<file path="config.mk">
export PLATFORM = sky130hd
export DESIGN_NAME = pipe_stage_reg
export DESIGN_NICKNAME = d
export VERILOG_FILES = /design/src/rtl/pipe_stage_reg.sv
export SDC_FILE = /design/constraint.sdc
export NUM_CORES = 1
export LEC_CHECK = 0
export CAP_MARGIN = 20
export CORE_MARGIN = 5
export CORE_UTILIZATION = 35
export DETAILED_ROUTE_END_ITERATION = 6
export PLACE_DENSITY = 0.73
export RECOVER_POWER = 100
export SLEW_MARGIN = 5
export SYNTH_ARGS = -nofsm -noshare
export SYNTH_HDL_FRONTEND = slang
export SYNTH_SLANG_ARGS = --single-unit
</file>
<file path="constraint.sdc">
create_clock -name clk -period 3.9 [get_ports clk]
set_input_delay 1.17 -clock clk [delete_from_list [all_inputs] [get_ports clk]]
set_output_delay 1.17 -clock clk [all_outputs]
set_load 0.05 [all_outputs]
</file>
<file path="src/rtl/pipe_stage_reg.sv">
// Pipeline stage register with a valid/ready handshake and a 2-entry skid buffer.
// The main entry drives out_*. The skid entry catches one item that arrives while
// main is held, which keeps in_ready a plain flop output.
// Synchronous flush squashes both entries. out_ctrl is masked to 0 on bubbles.
// Optional statistics counters are built when PIPE_STAGE_STATS_EN is defined.
// Without that macro, stall_cnt and flush_cnt are tied to 0.
module pipe_stage_reg #(
    parameter int DATA_W = 64,
    parameter int CTRL_W = 8,
    parameter int CNT_W  = 16
) (
    input  logic              clk,
    input  logic              rst,
    input  logic              flush,
    input  logic              in_valid,
    output logic              in_ready,
    input  logic [DATA_W-1:0] in_data,
    input  logic [CTRL_W-1:0] in_ctrl,
    output logic              out_valid,
    input  logic              out_ready,
    output logic [DATA_W-1:0] out_data,
    output logic [CTRL_W-1:0] out_ctrl,
    output logic [CNT_W-1:0]  stall_cnt,
    output logic [CNT_W-1:0]  flush_cnt
);

    logic              main_valid;
    logic [DATA_W-1:0] main_data;
    logic [CTRL_W-1:0] main_ctrl;
    logic              skid_valid;
    logic [DATA_W-1:0] skid_data;
    logic [CTRL_W-1:0] skid_ctrl;
    logic              accept;
    logic              pop;

    // in_ready depends only on the skid flop, so there is no path from out_ready.
    assign in_ready  = ~skid_valid;
    assign accept    = in_valid & in_ready;
    assign pop       = main_valid & out_ready;
    assign out_valid = main_valid;
    assign out_data  = main_data;
    assign out_ctrl  = main_valid ? main_ctrl : '0;

    // Storage update: flush voids any same-cycle accept/pop; skid drains into main on pop.
    always_ff @(posedge clk or negedge rst) begin
        if (!rst) begin
            main_valid <= 1'b0;
            main_data  <= '0;
            main_ctrl  <= '0;
            skid_valid <= 1'b0;
            skid_data  <= '0;
            skid_ctrl  <= '0;
        end else if (flush) begin
            main_valid <= 1'b0;
            skid_valid <= 1'b0;
        end else if (skid_valid) begin
            if (pop) begin
                main_data  <= skid_data;
                main_ctrl  <= skid_ctrl;
                skid_valid <= 1'b0;
            end
        end else begin
            if (accept && (pop || !main_valid)) begin
                main_data  <= in_data;
                main_ctrl  <= in_ctrl;
                main_valid <= 1'b1;
            end else if (accept) begin
                skid_data  <= in_data;
                skid_ctrl  <= in_ctrl;
                skid_valid <= 1'b1;
            end else if (pop) begin
                main_valid <= 1'b0;
            end
        end
    end

`ifdef PIPE_STAGE_STATS_EN
    localparam logic [CNT_W-1:0] CNT_MAX = {CNT_W{1'b1}};
    localparam logic [CNT_W-1:0] CNT_ONE = CNT_W'(1);

    // Saturating statistics counters; a flush does not clear them, only rst does.
    always_ff @(posedge clk or negedge rst) begin
        if (!rst) begin
            stall_cnt <= '0;
            flush_cnt <= '0;
        end else begin
            if (main_valid && !out_ready && (stall_cnt != CNT_MAX)) begin
                stall_cnt <= stall_cnt + CNT_ONE;
            end
            if (flush && (flush_cnt != CNT_MAX)) begin
                flush_cnt <= flush_cnt + CNT_ONE;
            end
        end
    end
`else
    assign stall_cnt = '0;
    assign flush_cnt = '0;
`endif

endmodule

</file>
==> metrics.cfg, run 1 <==
[status]
status=finished with violations
violations=capacitance limit, slew limit

[floorplanning]
die_h_um=150.8
initial_core_util_pct=35.54
core_area_sq_um=19530
num_rows=51
die_w_um=150.8
ios=183
die_area_sq_um=22750

[power_and_ir_drop]
vdd_drop_max_uv=323.3
powerDensity_nw_per_um2=622.2
p_leak_uw=0.003772

[logic_synthesis]
async_flop_share_pct=100.0
synth_edf_count=0
yosysTopAreaCellShare_pct=52.64
syn_inst=440
synthMostInstantiatedCell=dfrtp_1
ys_top_cells_by_count=146 x dfrtp_1, 140 x mux2_2, 70 x mux2_4
synth.yosys.seq_area_share_pct=52.64
avgSynthCellArea_sq_um=15.77
synth_cell_type_count=19
ys.flop_type=dfrtp_1
ys_ff_latch=146
yosys-top-cells-area=dfrtp_1 53%, mux2_2 23%, mux2_4 15%
yosysWarnings=0
synth_top_area_cell=dfrtp_1
syn_area_sq_um=6940

[routing]
drt_iter0_drc=57
antenna_left=0
drc=0
vias=3932
vias_per_cell=4.530
wire_per_inst_um=16.79
wl_um=14570
first_pass_iters=3

[global_routing]
track_usage_pct=13.18
grt_max_degree=69
grt_pass1_wl_um=23580
antenna_found_initial=0
grt_pass1_vias=4621
gr-total-overflow=0

[setup_path]
cp-startpoint=out_valid
worstSetupPathType=reg -> out
arrival_ps=2100
crit_required_ps=2730
worstPathMaxFanout=14
endpoint_kind=primary output
reg2reg_from=skid_valid
start_kind=flop

[timing]
timing.final.crit_share_pct=83.93
setup_viol=0
max_freq_mhz=305.5
slew_viol_final=69
hold_viol=0
skew_ps=10.16
setup-tns-final_ps=0
max_slew.worst_pin.slew_ps=1706
layout_min_cycle_time_ps=3273
rsz0062_at_grt=no
slew_headroom_pct=-13.73

[final_layout]
fin_area_sq_um=8808
fillers=1767
nets=669
drive_gt1_share_pct=30.02
area_growth_pct=26.92
antenna_cells=0

[cts]
cts_buffer_depth=2
cts.sinks=146
htreeDepth=4
cts_buffers=17
ctsResizeCount=0
root_buffer=clkbuf_16
cts_setup_buffers=0
cts.reportedPaths.clkPinSlew_ps=60
postCtsHoldBufs=0
clk_latency_ps=410
cts_tree=yes

[placement]
port_buffers=150
place_area_sq_um=8528
gp_congestion=0.7231
dpl.hpwl_um=10180

[hold_path]
min_path_type=reg -> reg
min_from=out_data[55]

[job]
drv_cap=1

==> logic make-up after synthesis <==
| family | after synthesis | synth area share, % |
|---|---|---|
| compound gates | 4 | 0.5047 |
| simple gates | 14 | 1.370 |
| mux | 216 | 38.83 |
| other cells | 1 | 0.05403 |
| buf+inv | 59 | 6.598 |
| flops | 146 | 52.64 |
==> routing by layer <==
layer / part of all wire, % / track usage, %
met5: 0 / 0
met4: 1.0 / 3.445
met3: 5.2 / 4.219
met2: 52 / 23.29
met1: 42 / 15.48
==> final timing paths <==
| path | endpoint | slack, ps | depth (start not counted) |
|---|---|---|---|
| min in group asynchronous | out_data[25] | 1200 | 1 |
| setup / recovery | out_ctrl[5] | 630 | 2 |
| hold reg to reg | out_data[55] | 490 | 1 |
| max in group asynchronous | out_data[34] | 840 | 2 |
| setup reg to reg | out_data[21] | 980 | 5 |
| hold / removal | out_data[55] | 490 | 1 |
==> state kept, by name, summed over array words and instances (netlist names) <==
name and flops:
main_ctrl 8, skid_valid 1, skid_ctrl 8, out_valid 1, out_data 64, skid_data 64
==> critical path, stage by stage (launching register included) <==
cell           delay, ps
dfrtp_1              600
and2_1               210
dlygate4sd3_1        880
==> final cells by class <==
type                            count  area, sq um  share of cell area, %
Multi-Input combinational cell    266         2674                  30.36
Inverter                            2        7.507                0.08523
Tap cell                          265        331.6                  3.764
Clock buffer                       18        439.2                  4.986
Clock inverter                     12        155.1                  1.761
Sequential cell                   146         3657                  41.52
Timing Repair Buffer              159         1544                  17.53
==> stage by stage <==
stage	setup slack, ps	cells	power, uW	utilization, %	hold WS, ps
finish	626.6	868	5481	45.11	485.2
global route	356.5	868	5754	45.11	502.2
CTS	639.2	868	5825	46.72	498.3
detailed placement	707.2	838	4104	43.68	479.1
global placement	753.1	838	4048	43.68	472.7
floorplan	1385	471	3479	-	472.7
==> layout by cell type (no fill, tap or decap), types with 2 or more instances in the layout <==
cell type        count
dfrtp_1            145
mux2_2             140
mux2_1              75
dlygate4sd3_1       75
clkdlybuf4s50_1     74
conb_1              32
clkbuf_16           17
and2_1               8
clkbuf_2             6
inv_6                4
clkinv_2             3
bufinv_16            3
inv_1                2
a21oi_1              2
clkinvlp_4           2
buf_4                2
clkbuf_1             2
==> power by group <==
| group | switching [uW] | internal [uW] | leakage [uW] |
|---|---|---|---|
| clock network | 644 | 1020 | 0.000289 |
| registers | 209 | 1920 | 0.00176 |
| logic | 1040 | 644 | 0.00172 |
| total | 1890 | 3590 | 0.00377 |
Note: power is estimated with default switching activity, not from simulation.
==> run 2, diff against run 1 <==
==> constraint.sdc (replaced) <==
create_clock -name clk -period 3.1 [get_ports clk]
set_input_delay 0.93 -clock clk [delete_from_list [all_inputs] [get_ports clk]]
set_output_delay 0.93 -clock clk [all_outputs]
set_load 0.05 [all_outputs]
==> metrics.cfg, run 2 (synthesized netlist as in run 1, its figures left out) <==
[placement]
port_buffers=150  ; unchanged
gp_congestion=0.7105  ; -1.7%
dpl.hpwl_um=9946  ; -2.3%

[timing]
hold_slack_ps=489.4  ; +4.117 ps
slew_headroom_pct=8.026  ; +22 points
slew_viol_final=0  ; -100%
layout_min_cycle_time_ps=2913
rsz0062_at_grt=no
max_freq_mhz=343.3
hold_viol=0  ; unchanged
max_slew.worst_pin.slew_ps=1380  ; -326.4 ps
timing.final.crit_share_pct=93.96
skew_ps=6.927  ; -3.233 ps
setup-tns-final_ps=0  ; unchanged
setup_viol=0  ; unchanged

[setup_path]
arrival_ps=1980  ; -120 ps
start_kind=flop
endpoint_kind=primary output
worstPathMaxFanout=14  ; unchanged
crit_required_ps=2170  ; -560 ps
worstSetupPathType=reg -> out

[routing]
vias=3896  ; -0.92%
vias_per_cell=4.468  ; -1.4%
drt_iter0_drc=110  ; +93%
first_pass_iters=4  ; +1
wl_met3_um=856  ; +14%
wl_um=14320  ; -1.8%
drt-met1-wl_um=5948  ; -2.5%
met2WireLength_um=7407  ; -2.1%
antenna_left=0  ; unchanged
top_layer=met4
wire_per_inst_um=16.42  ; -2.2%
drc=0  ; unchanged

[global_routing]
gr-total-overflow=0  ; unchanged
track_usage_pct=13.16  ; -0.024 points
grt_pass1_vias=4506  ; -2.5%
antenna_found_initial=0  ; unchanged
grt_pass1_wl_um=23510  ; -0.29%
grt_max_degree=56  ; -19%

[cts]
htreeDepth=4  ; unchanged
cts_tree=yes
cts_buffer_depth=2  ; unchanged
clk_latency_ps=410  ; about the same
cts.reportedPaths.clkPinSlew_ps=60  ; about the same
cts.sinks=146  ; unchanged
root_buffer=clkbuf_16
cts_buffers=17  ; unchanged

[floorplanning]
num_rows=51  ; unchanged
core_area_sq_um=19530  ; unchanged
initial_core_util_pct=35.54  ; unchanged
die_h_um=150.8  ; unchanged
die_w_um=150.8  ; unchanged
ios=183  ; unchanged
die_area_sq_um=22750  ; unchanged

[final_layout]
fillers=1807  ; +2.3%
area_growth_pct=28.70
drive_gt1_share_pct=31.47  ; +1.4 points
nets=671  ; +0.30%
final_cell_mix=144 x dfrtp_1, 140 x mux2_2, 75 x clkdlybuf4s50_1
final_common_cell=dfrtp_1
antenna_cells=0  ; unchanged

[power_and_ir_drop]
p_leak_uw=0.003835  ; +1.7%
powerDensity_nw_per_um2=784.0  ; +26%
vdd_drop_max_uv=412.0  ; +27%

[hold_path]
min_path_type=reg -> reg

[status]
status=finished, final reports clean

[job]
drv_cap=0  ; -1

run 2: changes by cell type in the layout (fill, tap and decap cells not counted), moves of 2 or more:
| cell | previous run | this run |
|---|---|---|
| buf_12 | 0 | 3 |
| mux2_1 | 75 | 71 |
| inv_6 | 4 | 1 |
| mux2_4 | 1 | 5 |
| clkinv_4 | 0 | 3 |
| buf_4 | 2 | 4 |
| clkbuf_2 | 6 | 3 |
run 2: repair_timing:
action	CTS	global route
hold buffers	0	0
buffers inserted	0	0
endpoints found under the setup margin	0	6
gates resized for setup	0	1
run 2: layout make-up:
cell class	instances	area, sq um	area share (%)
clock inverters	12	180.2	2.017
well taps	265	331.6	3.712
repair buffers	161	1608	18.00
clock buffers	20	456.7	5.113
multi-input cells	266	2690	30.12
flip-flops and latches	146	3659	40.96
inverters	2	7.507	0.08405
run 2: final timing paths:
kind,from,to,slack (ps),cells after the start
min,out_data[55],out_data[55],490,1
max,out_valid,out_ctrl[5],190,2
max in group asynchronous,rst,skid_data[14],790,2
min reg2reg,out_data[55],out_data[55],490,1
min in group asynchronous,rst,out_data[24],840,1
max reg2reg,skid_valid,skid_data[10],260,5
run 2: critical path: stages (launching register included):
cell and delay, ps:
dfrtp_2 510, and2_1 180, dlygate4sd3_1 880
run 2: report_power, final:
group / internal (uW) / switching (uW) / total (uW) / leakage, uW
sequential: 2420 / 262 / 2680 / 0.00176
clock: 1390 / 800 / 2190 / 0.000307
combinational: 829 / 1300 / 2130 / 0.00176
total: 4640 / 2360 / 7000 / 0.00383
run 2: through the flow:
stage / instance area (sq um) / utilization (%) / total power (uW) / worst slack (ps) / instances
floorplan: 7057 / - / 4377 / 825.3 / 471
global placement: 8606 / 44.07 / 5102 / 329.6 / 840
detailed placement: 8606 / 44.07 / 5172 / 273.0 / 840
CTS: 9243 / 47.33 / 7425 / 41.28 / 872
global route: 8932 / 45.75 / 7343 / 64.68 / 872
finish: 8932 / 45.75 / 7003 / 187.4 / 872
run 2: metal layers:
metal / GRT usage [%] / vias up
li1: - / 1801
met1: 16.07 / 1982
met2: 22.53 / 104
met3: 4.548 / 9
met4: 2.947 / 0
met5: 0 / -
